`src/rtl/piso_framer_if.sv`:
```
// Word-in / bit-out bundle for piso_framer: upstream valid/ready word handshake and abort,
//   downstream serial bit with its CRC window and frame-end markers.
// Ports: in_valid/in_ready/in_data/in_last/abort (to framer), so/so_valid/crc_en/frame_end (from framer).
// master = word producer / bit consumer side, slave = the framer itself.
interface piso_framer_if #(
  parameter int DATA_W = 8
);
  logic              in_valid;
  logic              in_ready;
  logic [DATA_W-1:0] in_data;
  logic              in_last;
  logic              abort;
  logic              so;
  logic              so_valid;
  logic              crc_en;
  logic              frame_end;

  modport master (
    output in_valid, in_data, in_last, abort,
    input  in_ready, so, so_valid, crc_en, frame_end
  );

  modport slave (
    input  in_valid, in_data, in_last, abort,
    output in_ready, so, so_valid, crc_en, frame_end
  );
endinterface

```
`src/rtl/piso_framer.sv`:
```
// Parallel-to-serial framer: shifts DATA_W-bit words out one bit per clock, marks a CRC window and frame end.
// Latency: word accepted at edge k puts bit i on so during cycle k+1+i; all serial outputs registered.
// Backpressure: in_ready (combinational) only in IDLE or on the last bit of a word, so frames stream gap-free.
// Ports: clk, rst (async, active-low); io.slave carries the word handshake, abort and the serial outputs.
module piso_framer #(
  parameter int DATA_W     = 8,
  parameter int MSB_FIRST  = 0,
  parameter int CRC_OFFSET = 8,
  parameter int CRC_LEN    = 10,
  parameter int IFG        = 2,
  parameter int FB_W       = 16
) (
  input  logic          clk,
  input  logic          rst,
  piso_framer_if.slave  io
);

  localparam int              BW         = (DATA_W > 1) ? $clog2(DATA_W) : 1;
  localparam int              GW         = (IFG > 1) ? $clog2(IFG) : 1;
  localparam logic [BW-1:0]   BIT_LAST   = BW'(DATA_W - 1);
  localparam logic [BW-1:0]   BIT_PENULT = BW'(DATA_W - 2);
  localparam logic [GW-1:0]   GAP_LAST   = GW'((IFG > 0) ? IFG - 1 : 0);
  localparam logic [63:0]     WIN_LO     = 64'(CRC_OFFSET);
  localparam logic [63:0]     WIN_HI     = WIN_LO + 64'(CRC_LEN);
  localparam bit              IFG_ZERO   = (IFG == 0);
  localparam bit              MSB        = (MSB_FIRST != 0);

  typedef enum logic [1:0] {S_IDLE, S_SHIFT, S_GAP} state_t;

  state_t            state_q;
  logic [DATA_W-1:0] sh_q;          // bits still to send, refilled with idle ones
  logic [BW-1:0]     bit_cnt_q;     // index within the word of the bit currently on so
  logic              last_q;        // word currently shifting closes its frame
  logic              frame_open_q;  // a frame is in progress, next word continues its bit index
  logic [GW-1:0]     gap_cnt_q;
  logic [FB_W-1:0]   frame_idx_q;   // frame bit index of the bit currently on so
  logic              so_q;
  logic              so_valid_q;
  logic              crc_en_q;
  logic              frame_end_q;

  logic              accept;
  logic              word_end;
  logic [FB_W-1:0]   idx_inc_d;
  logic [FB_W-1:0]   idx_start_d;
  logic              first_bit_d;
  logic              next_bit_d;
  logic [DATA_W-1:0] load_sh_d;
  logic [DATA_W-1:0] shift_sh_d;

  function automatic logic in_win(input logic [FB_W-1:0] idx);
    logic [63:0] v;
    v = 64'(idx);
    return (v >= WIN_LO) && (v < WIN_HI);
  endfunction

  assign word_end    = (state_q == S_SHIFT) && (bit_cnt_q == BIT_LAST);

  // A last word only hands over to the next frame on its final bit when there is no gap to insert.
  assign io.in_ready = !io.abort &&
                       ((state_q == S_IDLE) || (word_end && (!last_q || IFG_ZERO)));
  assign accept      = io.in_valid && io.in_ready;

  assign idx_inc_d   = (&frame_idx_q) ? frame_idx_q : frame_idx_q + FB_W'(1);
  assign idx_start_d = frame_open_q ? idx_inc_d : '0;

  assign first_bit_d = MSB ? io.in_data[DATA_W-1] : io.in_data[0];
  assign load_sh_d   = MSB ? {io.in_data[DATA_W-2:0], 1'b1} : {1'b1, io.in_data[DATA_W-1:1]};
  assign next_bit_d  = MSB ? sh_q[DATA_W-1] : sh_q[0];
  assign shift_sh_d  = MSB ? {sh_q[DATA_W-2:0], 1'b1} : {1'b1, sh_q[DATA_W-1:1]};

  always_ff @(posedge clk or negedge rst) begin
    if (!rst) begin
      state_q      <= S_IDLE;
      sh_q         <= '1;
      bit_cnt_q    <= '0;
      last_q       <= 1'b0;
      frame_open_q <= 1'b0;
      gap_cnt_q    <= '0;
      frame_idx_q  <= '0;
      so_q         <= 1'b1;
      so_valid_q   <= 1'b0;
      crc_en_q     <= 1'b0;
      frame_end_q  <= 1'b0;
    end else begin
      frame_end_q <= 1'b0;
      if (io.abort) begin
        // Abort wins over any offered word and always closes the frame.
        state_q      <= IFG_ZERO ? S_IDLE : S_GAP;
        gap_cnt_q    <= '0;
        sh_q         <= '1;
        bit_cnt_q    <= '0;
        last_q       <= 1'b0;
        frame_open_q <= 1'b0;
        so_q         <= 1'b1;
        so_valid_q   <= 1'b0;
        crc_en_q     <= 1'b0;
      end else if (accept) begin
        state_q      <= S_SHIFT;
        sh_q         <= load_sh_d;
        so_q         <= first_bit_d;
        so_valid_q   <= 1'b1;
        bit_cnt_q    <= '0;
        last_q       <= io.in_last;
        frame_open_q <= !io.in_last;
        frame_idx_q  <= idx_start_d;
        crc_en_q     <= in_win(idx_start_d);
      end else begin
        case (state_q)
          S_SHIFT: begin
            if (word_end) begin
              // No follow-on word: a non-last word is an underrun, the frame stays open
              // and frame_idx_q is held for the word that eventually resumes it.
              so_q       <= 1'b1;
              so_valid_q <= 1'b0;
              crc_en_q   <= 1'b0;
              sh_q       <= '1;
              bit_cnt_q  <= '0;
              gap_cnt_q  <= '0;
              state_q    <= (last_q && !IFG_ZERO) ? S_GAP : S_IDLE;
            end else begin
              so_q        <= next_bit_d;
              sh_q        <= shift_sh_d;
              bit_cnt_q   <= bit_cnt_q + BW'(1);
              frame_idx_q <= idx_inc_d;
              crc_en_q    <= in_win(idx_inc_d);
              frame_end_q <= last_q && (bit_cnt_q == BIT_PENULT);
            end
          end
          S_GAP: begin
            if (gap_cnt_q == GAP_LAST) begin
              state_q <= S_IDLE;
            end else begin
              gap_cnt_q <= gap_cnt_q + GW'(1);
            end
          end
          default: begin
          end
        endcase
      end
    end
  end

  assign io.so        = so_q;
  assign io.so_valid  = so_valid_q;
  assign io.crc_en    = crc_en_q;
  assign io.frame_end = frame_end_q;

endmodule

```
`src/flat_wrapper.sv`:
```
// flat-port wrapper written by rule: the top's interface ports become plain ports
module piso_framer_flat 
#(
  parameter int DATA_W     = 8,
  parameter int MSB_FIRST  = 0,
  parameter int CRC_OFFSET = 8,
  parameter int CRC_LEN    = 10,
  parameter int IFG        = 2,
  parameter int FB_W       = 16
)
  (clk, rst, io_in_valid, io_in_data, io_in_last, io_abort, io_in_ready, io_so, io_so_valid, io_crc_en, io_frame_end);
  piso_framer_if #(.DATA_W(DATA_W)) io_i ();
  input  logic clk;
  input  logic rst;
  input wire logic [$bits(io_i.in_valid)-1:0] io_in_valid;
  input wire logic [$bits(io_i.in_data)-1:0] io_in_data;
  input wire logic [$bits(io_i.in_last)-1:0] io_in_last;
  input wire logic [$bits(io_i.abort)-1:0] io_abort;
  output wire logic [$bits(io_i.in_ready)-1:0] io_in_ready;
  output wire logic [$bits(io_i.so)-1:0] io_so;
  output wire logic [$bits(io_i.so_valid)-1:0] io_so_valid;
  output wire logic [$bits(io_i.crc_en)-1:0] io_crc_en;
  output wire logic [$bits(io_i.frame_end)-1:0] io_frame_end;
  assign io_i.in_valid = io_in_valid;
  assign io_i.in_data = io_in_data;
  assign io_i.in_last = io_in_last;
  assign io_i.abort = io_abort;
  assign io_in_ready = io_i.in_ready;
  assign io_so = io_i.so;
  assign io_so_valid = io_i.so_valid;
  assign io_crc_en = io_i.crc_en;
  assign io_frame_end = io_i.frame_end;
  piso_framer #(.DATA_W(DATA_W), .MSB_FIRST(MSB_FIRST), .CRC_OFFSET(CRC_OFFSET), .CRC_LEN(CRC_LEN), .IFG(IFG), .FB_W(FB_W)) u_core (.clk(clk), .rst(rst), .io(io_i));
endmodule
```
`config.mk`:
```
export PLATFORM = sky130hd
export DESIGN_NAME = piso_framer_flat
export DESIGN_NICKNAME = d
export VERILOG_FILES = /design/src/rtl/piso_framer_if.sv /design/src/rtl/piso_framer.sv /design/src/flat_wrapper.sv
export SDC_FILE = /design/constraint.sdc
export NUM_CORES = 1
export LEC_CHECK = 0
export ABC_AREA = 1
export CORE_AREA = 3 3 66 68
export DETAILED_ROUTE_END_ITERATION = 10
export DIE_AREA = 0 0 69 71
export PLACE_DENSITY_LB_ADDON = 0.05
export SLEW_MARGIN = 25
export SYNTH_ARGS = -nofsm -noshare
export SYNTH_HDL_FRONTEND = slang
export SYNTH_SLANG_ARGS = --single-unit
```
`constraint.sdc`:
```
create_clock -name clk -period 2 [get_ports clk]
set_input_delay 0.4 -clock clk [delete_from_list [all_inputs] [get_ports clk]]
set_output_delay 0.4 -clock clk [all_outputs]
set_load 0.01 [all_outputs]
```
==> impl_metrics.tcl, run 1 <==
set metrics [dict create \
    cts_tree "yes" \
    root_buffer "clkbuf_8" \
    synth.top_cell.area_share_pct 32.5 \
    setup_violations 0 \
    irDropWorstVdd_mv 0.692 \
    antenna_cells 0 \
    finalSetupTns_ns 0 \
    crit_type "reg2out" \
    dp_hpwl_um 3510 \
    drive_gt1_share_pct 21.2 \
    routabilityCongestion 0.872 \
    yosys-top-cells-count "59 x nand2_1, 29 x inv_1, 27 x dfrtp_1, 24 x nor2_1, 19 x nand3_1" \
    multiInputGateArea_sq_mm 0.00106 \
    core_sq_mm 0.00391 \
    cp-end-kind "output pin" \
    seq_area_sq_um 886 \
    syn_avg_cell_area_sq_um 7.84 \
    worstPathMaxFanout 2 \
    synth_top_flop_cell "dfrtp_1" \
    reg2reg_slack_ns 0.17 \
    synth_nets 282 \
    antenna_found_initial 0 \
    yosysSeqAreaShare_pct 42.6 \
    die_area_sq_mm 0.00490 \
    antenna_left 0 \
    cp.required_ns 1.60 \
    drc 0 \
    cellLeakagePower_nw 1.15 \
    clock_skew_ns 0.0107 \
    ys_ff_latch 35 \
    fin_util_pct 65.0 \
    totalWireLength_um 4850 \
    synth_area_sq_mm 0.00208 \
    holdCritPathClass "reg2reg" \
    initial_core_util_pct 53.1 \
    drt-wirelength-per-cell_um 13.6 \
    fmax_mhz 535 \
    grt_pass1_wl_um 8280 \
    die_y_um 71 \
    path_clk_slew_ns 0.07 \
    cap_violations 0 \
    tightest_slew_ns 0.445 \
    yosysMostFrequentCell "nand2_1" \
    vias_per_cell 5.39 \
    rsz0062_at_grt "no" \
    synth_top_family_by_area "simple AND/OR/NAND/NOR gates" \
    synth.area.mux_share_pct 0 \
    cts_sinks 35 \
    fin_crit_ns 1.87 \
    yosys.area_share.simple_pct 30.5 \
    synthCells 265 \
    first_pass_iters 4 \
    synth_edf_count 0 \
    grt_use_total_pct 21.2 \
    status "completed" \
    cp_slowest_cell "dfrtp_1" \
    cp-start-kind "register" \
    synth_compound_area_share_pct 14.7 \
    cpMostUsedCell "ha_1" \
    io_buffers 17 \
    clockBufferDepth 2 \
    synth_xor_area_share_pct 2.53 \
    layout.nets 322 \
    cp.arrival_ns 1.47 \
    boundaryPins 18 \
    yosys.area.top_type "dfrtp_1" \
    h-tree-depth 2 \
    synth_cell_type_count 29 \
    nFillCells 386 \
    grt_pass1_vias 1863 \
    async_flop_share_pct 100 \
    synth_area_leaders "dfrtp_1 33%, nand2_1 11%, dfstp_2 10%" \
    slew_headroom_pct 70.4 \
    synth_fa_ha_area_share_pct 2.41 \
    die_width_um 69 \
    cpPeakStageDelay_ns 0.39 \
    grt-ovfl-total 0 \
    rows 23 \
    finalHoldViolCount 0 \
    powerDensity_mw_per_mm2 894 \
    syn_to_final_growth_pct 22.4 \
    crit_chain "ha_1, ha_1, inv_1, o21ai_1, and2_4, clkbuf_2" \
    final_max_slew_viol_count 0 \
    clock_latency_ns 0.30 \
    tritoncts.num_buffers 5 \
    vias 1919 \
    ys_warn_count 0 \
    grt_max_degree 36 \
    fin_crit_sh_pct 93.5 \
    first_iter_violations 82 \
    postCtsHoldBufs 0 \
]
==> routing by layer <==
layer / GRT usage (%) / routed length [um]
met5: 0 / 0
met4: 8.24 / 95
met3: 4.55 / 188
met2: 37.0 / 2400
met1: 25.5 / 2170
==> cells by family after synthesis <==
group                    after synthesis
XOR/XNOR                               6
AO/OA/AOI/OAI                         51
buffers and inverters                 37
flip-flops                            35
adder cells (fa/ha/maj)                4
AND/OR/NAND/NOR                      132
==> cells in the final DEF, fill, tap and decap left out, types with 2 or more instances in the layout <==
cell type / instances
nand2_1: 58
inv_1: 29
dfrtp_1: 27
nor2_1: 24
nand3_1: 19
buf_4: 19
o22ai_1: 18
clkdlybuf4s50_1: 16
o21ai_0: 11
o21ai_1: 10
nand4_1: 8
dfstp_2: 8
nand2_2: 7
nor2_2: 6
xor2_1: 6
clkbuf_8: 5
nor2_4: 4
a21oi_1: 4
ha_1: 4
nand2_4: 3
clkbuf_1: 3
nand3_2: 2
inv_2: 2
o21ai_2: 2
a31oi_1: 2
buf_6: 2
==> cell type report <==
| class | count | area share [%] |
|---|---|---|
| clock buffers | 8 | 3.15 |
| inverters | 32 | 4.82 |
| multi-input cells | 193 | 41.8 |
| flip-flops and latches | 35 | 34.8 |
| well taps | 50 | 2.46 |
| repair buffers | 38 | 13.0 |
==> registers in the layout (all words and copies together), names as in the netlist, 2 cells and up <==
| signal | count |
|---|---|
| u_core.state_q | 2 |
| u_core.bit_cnt_q | 3 |
| u_core.sh_q | 7 |
| u_core.frame_idx_q | 16 |
==> stage by stage <==
step	total power, W	setup slack [ns]	instance area [sq um]	cells	hold slack [ns]
3_3_place_gp	0.00173	-0.0686	2430	347	0.465
2_1_floorplan	0.00144	0.253	2080	265	0.104
4_1_cts	0.00225	0.0208	2520	356	0.478
5_1_grt	0.00242	0.00869	2540	356	0.493
3_5_place_dp	0.00174	-0.0495	2430	347	0.467
6_report	0.00227	0.130	2540	356	0.476
==> where the power goes <==
group | switching [W] | internal, W | total (W)
clock network | 0.000265 | 0.000248 | 0.000512
logic | 0.000412 | 0.000330 | 0.000743
registers | 0.000116 | 0.000903 | 0.00102
total | 0.000793 | 0.00148 | 0.00227
==> timing repair <==
action,4_1_cts,5_1_grt
pin swaps,0,1
endpoints found under the setup margin,1,23
gates resized for setup,2,10
buffers inserted,1,0
==> critical path: cells and delay by family, from the launching register on <==
family | cells | cell delay (ns)
buf+inv | 2 | 0.19
fa+ha+maj | 2 | 0.37
simple gates | 1 | 0.15
compound gates | 1 | 0.07
flops | 1 | 0.39
==> worst paths after layout <==
check | depth (start not counted) | start | end
max | 6 | u_core.bit_cnt_q[0] | io_in_ready
min | 2 | u_core.sh_q[1] | u_core.sh_q[1]
max in group asynchronous | 2 | rst | u_core.sh_q[1]
max reg2reg | 11 | u_core.bit_cnt_q[0] | u_core.bit_cnt_q[1]
min in group asynchronous | 2 | rst | u_core.frame_idx_q[4]
min reg2reg | 2 | u_core.sh_q[1] | u_core.sh_q[1]
Note: power is estimated with default switching activity, not from simulation.
==> run 2, diff against run 1 <==
--- a/config.mk
+++ b/config.mk
@@ -14,3 +14,4 @@
 export SYNTH_ARGS = -nofsm -noshare
 export SYNTH_HDL_FRONTEND = slang
 export SYNTH_SLANG_ARGS = --single-unit
+export TNS_END_PERCENT = 1
==> impl_metrics.tcl, run 2 (same netlist as run 1, synthesis figures left out) <==
set metrics [dict create \
    grt-ovfl-total 0 \
    worstPathMaxFanout 10 \
    fin_crit_sh_pct 94.5 \
    layout.nets 322 \
    crit_cells 11 \
    vias_per_cell 5.40 \
    io_buffers 17 \
    first_pass_iters 4 \
    cts_tree "yes" \
    holdCritPathClass "reg2reg" \
    root_buffer "clkbuf_8" \
    holdPathStages 2 \
    clock_skew_ns 0.0101 \
    whs_ns 0.477 \
    cp_slowest_cell "dfrtp_1" \
    totalWireLength_um 4830 \
    multiInputGateArea_sq_mm 0.00106 \
    setup_violations 0 \
    die_area_sq_mm 0.00490 \
    antenna_left 0 \
    grt_max_degree 36 \
    drt-wirelength-per-cell_um 13.6 \
    initial_core_util_pct 53.1 \
    rsz0062_at_grt "yes" \
    h-tree-depth 2 \
    final_max_slew_viol_count 0 \
    path_buf_inv 4 \
    irDropWorstVdd_mv 0.692 \
    crit_family "buffers and inverters" \
    cts_sinks 35 \
    cellLeakagePower_nw 1.14 \
    crit_chain "ha_1, ha_1, inv_1, o21ai_1, and2_4, buf_4, nand2_2, buf_4, buf_6, nand3_1, o21ai_1" \
    grt_use_total_pct 21.2 \
    path_clk_slew_ns 0.07 \
    cp.required_ns 2.21 \
    fin_crit_ns 1.89 \
    grt_pass1_wl_um 8280 \
    routabilityCongestion 0.872 \
    vias 1924 \
    top_register "u_core.frame_idx_q" \
    grt_pass1_vias 1863 \
    cpPeakStageDelay_ns 0.39 \
    reg2reg_depth 11 \
    final_common_cell "nand2_1" \
    cp.arrival_ns 2.10 \
    cp-start-kind "register" \
    clock_latency_ns 0.30 \
    dp_hpwl_um 3510 \
    die_width_um 69 \
    antenna_cells 0 \
    postCtsHoldBufs 0 \
    nFillCells 388 \
    finalHoldViolCount 0 \
    syn_to_final_growth_pct 22.0 \
    status "completed" \
    mostFrequentLayoutCells "58 x nand2_1, 29 x inv_1, 27 x dfrtp_1" \
    first_iter_violations 90 \
    clockBufferDepth 2 \
    cap_violations 0 \
    boundaryPins 18 \
    antenna_found_initial 0 \
    tritoncts.num_buffers 5 \
    largest_reg_flops 16 \
    rows 23 \
    largestRegisters "u_core.frame_idx_q x16, u_core.sh_q x7, u_core.bit_cnt_q x3" \
    cp-end-kind "register" \
    slew_headroom_pct 70.4 \
    tightest_slew_ns 0.445 \
    powerDensity_mw_per_mm2 893 \
    drc 0 \
    p_total_w 0.00226 \
    crit_type "reg2reg" \
    drive_gt1_share_pct 21.2 \
    seq_area_sq_um 886 \
    fmax_mhz 529 \
    core_sq_mm 0.00391 \
    die_y_um 71 \
]
-- run 2: per-layer routing --
metal | wire, um | part of all wire (%) | vias to the layer above | global-route usage, %
met5 | 0 | 0 | - | 0
met4 | 95 | 2.0 | 0 | 8.24
met3 | 206 | 4.3 | 9 | 4.55
met2 | 2390 | 49 | 41 | 37.0
met1 | 2140 | 44 | 911 | 25.5
li1 | - | - | 963 | -
-- run 2: where the power goes --
part | internal, W | switching [W]
Sequential | 0.000903 | 0.000117
Clock | 0.000248 | 0.000263
Combinational | 0.000326 | 0.000407
Total | 0.00148 | 0.000787
-- run 2: worst paths after layout --
kind	startpoint	endpoint	slack (ns)
worst max-delay path	u_core.bit_cnt_q[0]	u_core.bit_cnt_q[1]	0.11
worst min-delay path	u_core.sh_q[1]	u_core.sh_q[1]	0.48
worst max register to register	u_core.bit_cnt_q[0]	u_core.bit_cnt_q[1]	0.11
worst min register to register	u_core.sh_q[1]	u_core.sh_q[1]	0.48
max in group asynchronous	rst	u_core.sh_q[1]	1.14
min in group asynchronous	rst	u_core.frame_idx_q[4]	0.51
-- run 2: area by class of cell --
class                   instances  area share (%)
multi-input cells             193            41.7
repair buffers                 38            12.9
clock buffers                   8            3.16
well taps                      50            2.47
flip-flops and latches         35            34.9
inverters                      32            4.84
-- run 2: timing repair --
action	CTS	global route
setup buffers	1	0
resized for setup	2	8
setup endpoints to repair	1	23
hold endpoints to repair	0	0
-- run 2: worst register-to-register path, delay by kind of cell, from the launching register on --
family | cells | cell delay (ns)
DFF | 1 | 0.39
AOI/OAI and AO/OA | 2 | 0.22
and+or+nand+nor | 3 | 0.33
adders and majority gates | 2 | 0.37
buffers and inverters | 4 | 0.48
-- run 2: through the flow --
step	cell area, sq um	util (%)	worst slack, ns	cells	setup TNS [ns]
floorplan	2080	-	0.253	265	0
global placement	2430	62.1	-0.0686	347	-0.0686
detailed placement	2430	62.1	-0.0495	347	-0.0495
CTS	2520	64.4	0.0208	356	0
global route	2530	64.8	-0.0326	356	-0.150
finish	2530	64.8	0.110	356	0
==> run 3, diff against run 2 <==
--- a/config.mk
+++ b/config.mk
@@ -6,6 +6,7 @@
 export NUM_CORES = 1
 export LEC_CHECK = 0
 export ABC_AREA = 1
+export ABC_CLOCK_PERIOD_IN_PS = 2000
 export CORE_AREA = 3 3 66 68
 export DETAILED_ROUTE_END_ITERATION = 10
 export DIE_AREA = 0 0 69 71
==> results of run 3 <==
The final DEF is identical to that of run 2; final timing and power are the same.
